`src/rtl/tohost_monitor.sv`:
```
// Snoops data-memory stores to the riscv-tests tohost word, decodes pass/fail,
// and runs a cycle watchdog that halts the core when the test never reports.
module tohost_monitor #(
    parameter logic [31:0] TOHOST_ADDR    = 32'h0000_1000,
    parameter int unsigned TIMEOUT_CYCLES = 1_000_000,
    parameter int unsigned CNT_W          = 32
) (
    input  logic             sys_clk,
    input  logic             sys_rst,
    input  logic [3:0]       mem_we,
    input  logic [31:0]      mem_addr,
    input  logic [31:0]      mem_wdata,
    output logic [1:0]       status,
    output logic             done,
    output logic             halt_req,
    output logic [30:0]      fail_testnum,
    output logic [CNT_W-1:0] cycle_count,
    output logic [7:0]       ignored_wr
);

    typedef enum logic [1:0] {
        StRun     = 2'd0,
        StPass    = 2'd1,
        StFail    = 2'd2,
        StTimeout = 2'd3
    } state_e;

    localparam bit               WdEnable    = (TIMEOUT_CYCLES != 0);
    localparam logic [CNT_W-1:0] TimeoutLast = CNT_W'(TIMEOUT_CYCLES - 1);

    state_e           state_q, state_d;
    logic [30:0]      fail_q, fail_d;
    logic [CNT_W-1:0] cnt_q, cnt_d;
    logic [7:0]       ign_q, ign_d;
    logic             hit;

    // Any enabled byte lane counts as a store; the full word is always decoded.
    assign hit = (|mem_we) && (mem_addr == TOHOST_ADDR);

    always_comb begin
        state_d = state_q;
        fail_d  = fail_q;
        cnt_d   = cnt_q;
        ign_d   = ign_q;
        if (state_q == StRun) begin
            if (cnt_q != '1) begin
                cnt_d = cnt_q + CNT_W'(1);
            end
            if (hit && (mem_wdata == 32'd1)) begin
                state_d = StPass;
            end else if (hit && mem_wdata[0]) begin
                state_d = StFail;
                fail_d  = mem_wdata[31:1];
            end else begin
                // An ignored store still counts even when the watchdog fires.
                if (hit && (ign_q != 8'hFF)) begin
                    ign_d = ign_q + 8'd1;
                end
                if (WdEnable && (cnt_q == TimeoutLast)) begin
                    state_d = StTimeout;
                end
            end
        end
    end

    always_ff @(posedge sys_clk) begin
        if (sys_rst) begin
            state_q <= StRun;
            fail_q  <= '0;
            cnt_q   <= '0;
            ign_q   <= '0;
        end else begin
            state_q <= state_d;
            fail_q  <= fail_d;
            cnt_q   <= cnt_d;
            ign_q   <= ign_d;
        end
    end

    assign status       = state_q;
    assign done         = (state_q != StRun);
    assign halt_req     = done;
    assign fail_testnum = fail_q;
    assign cycle_count  = cnt_q;
    assign ignored_wr   = ign_q;

endmodule

```
`config.mk`:
```
export PLATFORM = sky130hd
export DESIGN_NAME = tohost_monitor
export DESIGN_NICKNAME = d
export VERILOG_FILES = /design/src/rtl/tohost_monitor.sv
export SDC_FILE = /design/constraint.sdc
export NUM_CORES = 1
export LEC_CHECK = 0
export CELL_PAD_IN_SITES_DETAIL_PLACEMENT = 1
export CELL_PAD_IN_SITES_GLOBAL_PLACEMENT = 2
export CORE_ASPECT_RATIO = 1.1
export CORE_UTILIZATION = 25
export DETAILED_ROUTE_END_ITERATION = 7
export HOLD_SLACK_MARGIN = 0.08
export PLACE_DENSITY = 0.84
export SYNTH_ARGS = -nofsm -noshare
export SYNTH_HDL_FRONTEND = slang
export SYNTH_SLANG_ARGS = --single-unit
```
`constraint.sdc`:
```
create_clock -name sys_clk -period 3 [get_ports sys_clk]
set_input_delay 0.6 -clock sys_clk [delete_from_list [all_inputs] [get_ports sys_clk]]
set_output_delay 0.6 -clock sys_clk [all_outputs]
set_load 0.01 [all_outputs]
```
# Yosys cells after proc, flatten, opt, wreduce, memory -nomap -nowiden
# Cells that the tools add are included.
[word_totals]
regBits = 73
latchBits = 0
mem_bits_rw = 0
mem_bits_ro = 0
inputBits = 70
output_inout_bits = 75
elab_cells = 28
mem_count = 0
[classes]
n_addsub = 2
multipliers = 0
div_mod_pow = 0
n_lt_le_gt_ge = 0
eq_ne = 5
shifts = 0
mux = 3
bitwise_logic = 2
reduce_logical = 12
[ops]
columns = ["cell", "n"]
rows = [
  ["32-bit by 1-bit adder with 32-bit output (second input constant)", 1],
  ["32-bit by 1-bit == test with 1-bit output (second input constant)", 1],
  ["32-bit by 13-bit == test with 1-bit output (second input constant)", 1],
  ["32-bit by 20-bit == test with 1-bit output (second input constant)", 1],
  ["32-bit != test (second input constant)", 1],
  ["8-bit by 1-bit adder with 8-bit output (second input constant)", 1],
  ["8-bit != test (second input constant)", 1],
  ["2-bit 2-to-1 mux", 3],
  ["1-bit logical AND", 4],
  ["2-bit AND reduction", 2],
  ["4-bit AND reduction", 1],
  ["4-bit OR reduction", 1],
  ["3-bit AND reduction", 1],
  ["3-bit nonzero test", 1],
  ["2-bit zero test", 1],
  ["1-bit inverter", 2],
  ["2-bit nonzero test", 1],
]

# Longest topological paths before layout
[logic_depth]
word_depth = 5
depth_mapped = 8
ltp_nobuf = 6

# Least setup slack after synthesis
# No wires, ideal clock.
[synth_timing]
kind = "input port to flip-flop"
startpoint = "input mem_addr[15]"
endpoint = "register fail_q[10], in the netlist fail_testnum[10]"
setup_ps = 72
arrival_time_ps = 2161
path_slack_ps = 767
path_stages = 7
n_path_buf = 2
cell_sequence = "nor4b_1 > nand4_1 > nor4_1 > nor2b_1 > clkbuf_1 > buf_2 > mux2i_1"
[synth_between]
elab_chain_len = 5
elab_cells_between_ends = 6
cone_classes = "eq/ne (1); bitwise (1); reduce/logical (4)"
[synth_rtl]
columns = ["element", "line_no", "text"]
rows = [
  ["start: declaration", "11", "input logic [31:0] mem_addr,"],
  ["32-bit by 13-bit == test with 1-bit output *", "38", "assign hit = (|mem_we) && (mem_addr == TOHOST_ADDR);"],
  ["1-bit logical AND *", "38", ""],
  ["1-bit logical AND", "49", "if (hit && (mem_wdata == 32'd1)) begin"],
  ["1-bit inverter (no line)", "n/a", ""],
  ["3-bit AND reduction (no line) *", "n/a", ""],
  ["end signal: assignment", "74", "fail_q <= fail_d;"],
  ["end: declaration", "32", "logic [30:0] fail_q, fail_d;"],
]
# Mark *: on every way between the ends. The rest lies on a longest branch, timed or not.
# A chain may end at the register's enable or synchronous reset.

# Final worst setup path
[layout_timing]
startpoint = "input mem_addr[13]"
endpoint = "register ign_q[5], in the netlist ignored_wr[5]"
[layout_between]
elab_chain_len = 5
elab_cells_between_ends = 8
cone_classes = "eq/ne (1); bitwise (2); reduce/logical (5)"
[layout_rtl]
columns = ["element", "line_no", "text"]
rows = [
  ["32-bit by 13-bit == test with 1-bit output *", "38", ""],
  ["1-bit logical AND *", "38", ""],
  ["1-bit logical AND (on tied branches)", "51, 49", ""],
  ["1-bit inverter (no line)", "n/a", ""],
  ["4-bit AND reduction (no line) *", "n/a", ""],
  ["end signal: assignment", "76", "ign_q <= ign_d;"],
  ["end: declaration", "34", "logic [7:0] ign_q, ign_d;"],
]
# Marked as above.

==> run summary <==
Summing all non-filler instances in the final layout gives an area of 0.00570 mm². The congestion estimate from routability-driven global placement came to 0.760. The wire-length estimate of the detail-placed layout is 8930 µm. The run gives 0 as the max-slew violation total from the final report.

The final antenna diode count was 0. The Yosys step of the flow raised 0 warnings. Summed over all nets, wire length on met3 after detailed routing comes to 600 µm. The logs give 44 for the number of distinct standard cells referenced by the synthesized netlist and 5760 µm for the routed length on met2.

Pin placement for this block handled 145 I/O pins. Dividing the detail-routed wire length by the instance count gives 16.1 µm. The logs give 2 for the deepest clock path buffer count and 0.34 ns for the latest clock arrival within the worst-skew pair.

In this run, synthesis produced a sequential element count of 73. The critical path is of the in2reg type. The pin count of the biggest net entering global routing is 73. In the synthesized netlist the async set-or-reset flop fraction comes to 0%. For the number of remaining DRC errors, the log shows 0.

In this run the tightest slew margin relative to its limit is 43.8%. The floorplan has 46 rows. The synthesized area was 0.00373 mm²; the number of buffers inserted by hold repair at cts was 0. The worst-path maximum fanout works out to 18. For the pin with the worst max-slew slack, the measured transition is 0.842 ns. The number of antenna violations at the first check in global routing was 0. In this design, the stage delay of the slowest critical-path cell is 0.64 ns. The net count after synthesis was 497; the ratio of routed vias to standard cells was 4.88.

The number of global-route vias before repair is 3924, and the achievable frequency is 388 MHz. The run gives 0.00538 mm² as the area after detailed placement. TritonCTS created 9 clock buffers.

The area fraction of the dominant cell type after synthesis was 39.2%. The clock net in this run drives a total of 73 sinks. The total count of hold-check failures in the final report was 0; the die height was 130 µm. Buffers placed on the I/O ports in this run total 144.

The number of gates resized after cts is 0, and the die area is 0.0154 mm². The final critical-path required period is 2.58 ns. The tightest min-delay check is of the reg2reg type. The post-synthesis instance total is 425.

The tools report the arrival time of the worst setup path as 2.85 ns. The sum of buffers and inverters on the critical path is 1, and the final-report setup violation count is 0. Setup repair after global routing left no endpoint under its margin. The routed layout has 3696 vias.

VDD sags by at most 209 µV. CTS placed an instance of sky130_fd_sc_hd__clkbuf_16 at the clock tree root. The post-route netlist has 7.24% of its cells at a drive strength greater than 1.

The total power per unit cell area works out to 406 mW/mm². Yosys mapped a number of flops with a built-in enable equal to 0. The total wire length after detailed routing is 12200 µm. TritonCTS built the clock tree. The leading cell type by number of instances after synthesis is sky130_fd_sc_hd__dfxtp_1. The summed negative setup slack over all endpoints is 0 ns, and the register area share after synthesis is 39.2%.

On the critical path, the stage with the largest delay is an instance of sky130_fd_sc_hd__or3_1. The run finished with clean final reports. After the last flow step, the layout net total stands at 633. For this configuration, the core starts out at a cell density of 25.7%. The clock slew at the register clock pins of the worst setup and hold paths works out to 0.06 ns.

The highest routing layer actually used was met4. The first detailed-routing pass took 4 iterations. The detail route stage leaves a number of antenna-violating nets equal to 0.

The type of destination of the critical path is a register. Clock skew on the completed layout was measured at 0.00557 ns. From synthesis to final layout, the design area changed by 52.8%. STA puts the critical path data required time at 3.27 ns. The core area was 0.0145 mm². The tools report the cell leakage power as 1.86 nW. The tools report the count of H-tree levels built during CTS as 3. sky130_fd_sc_hd__dfxtp_1 takes more of the synthesized area than any other cell.

Each instance of the synthesized netlist takes up on average 8.77 µm². By area the synthesized netlist is led by sky130_fd_sc_hd__dfxtp_1, sky130_fd_sc_hd__nand2b_1, sky130_fd_sc_hd__mux2i_1. The worst setup path is launched from a primary input.

The signal on the critical path passes through clkdlybuf4s50_1 > nor4_1 > nand4_1 > or3_1 > or4_1 > a21oi_1. Across every metal layer, demand over resource in global routing totals 16.1%. The first-pass GRT wire length was 19700 µm; the ratio of final minimum period to clock period was 86.0%.

The die is 118 µm wide. The number of setup buffers added after CTS is 0. The most used flip-flop cell after synthesis is sky130_fd_sc_hd__dfxtp_1.

Grouping stages by cell kind, the critical path spends the most delay in simple AND/OR/NAND/NOR gates. Ranked by instance count, the synthesized netlist is headed by sky130_fd_sc_hd__dfxtp_1, sky130_fd_sc_hd__nand2b_1, sky130_fd_sc_hd__nor2_1. Across the run, the number of max-cap violations was 0. In this run, the number of DRC markers left after iteration 0 of detailed routing was 167.

The total global routing overflow was 0; the met1 wire length was 5680 µm.
==> layout by cell type, fill, tap and decap left out, drive strengths merged, types with 12 or more instances in the layout <==
cell type,instances
a21oi,15
clkdlybuf4s50,143
dfxtp,73
mux2i,32
nand2,13
nand2b,65
nand3,17
nand4,15
nor2,34
nor2b,12
nor4,26
xnor2,13
==> where the power goes <==
part	total (W)	internal [W]	switching [W]
Clock	0.00116	0.000724	0.000434
Combinational	0.000175	0.000113	0.0000619
Sequential	0.000977	0.000973	0.00000440
==> state kept, by name, indices dropped and copies added (netlist names) <==
register / cells
ignored_wr: 8
fail_testnum: 31
status: 2
cycle_count: 32
==> layout make-up <==
| class | instances | area [µm²] |
|---|---|---|
| fill | 1675 | 8810 |
| multi-input combinational | 319 | 2140 |
| timing repair buffer | 152 | 1520 |
| sequential | 73 | 1460 |
| tap | 192 | 240 |
| clock buffer | 10 | 229 |
| clock inverter | 6 | 82.6 |
| inverter | 6 | 22.5 |
==> cells by family (layout without fill, tap and decap cells) <==
group | after synthesis | in the layout | synth area share, %
adder cells (fa/ha/maj) | 2 | 2 | 0.671
buffers and inverters | 33 | 174 | 3.66
AND/OR/NAND/NOR | 223 | 223 | 34.9
AO/OA/AOI/OAI | 38 | 38 | 6.54
flip-flops | 73 | 73 | 39.2
XOR/XNOR | 14 | 14 | 3.29
multiplexers | 42 | 42 | 11.7
==> metrics by stage <==
stage | utilization (%) | std cells | worst slack (ns) | total power, W | hold slack [ns]
CTS | 39.3 | 758 | 0.415 | 0.00235 | 0.480
global placement | 37.1 | 742 | 0.216 | 0.00117 | 0.458
detailed placement | 37.1 | 742 | 0.0562 | 0.00117 | 0.469
global route | 39.3 | 758 | 0.243 | 0.00241 | 0.490
floorplan | - | 425 | 0.767 | 0.00106 | 0.493
finish | 39.3 | 758 | 0.420 | 0.00231 | 0.474
==> final timing paths <==
kind / start / depth (start not counted) / end / slack, ns
worst max-delay path: mem_addr[13] / 6 / ignored_wr[5] / 0.42
worst min-delay path: fail_testnum[12] / 2 / fail_testnum[12] / 0.47
worst max register to register: cycle_count[8] / 5 / cycle_count[27] / 0.52
worst min register to register: fail_testnum[12] / 2 / fail_testnum[12] / 0.47
==> routing by layer <==
metal	vias up	GRT usage (%)
met5	-	0
met4	0	5.21
met3	9	3.93
met2	113	28.5
met1	1783	19.3
li1	1791	-
==> worst reg2reg max path, delay by kind of cell (launching register included) <==
kind	cells	cell delay (ns)
flops	1	0.50
simple gates	3	1.21
compound gates	1	0.37
mux	1	0.29
No activity file was read; power rests on OpenSTA's default activity.
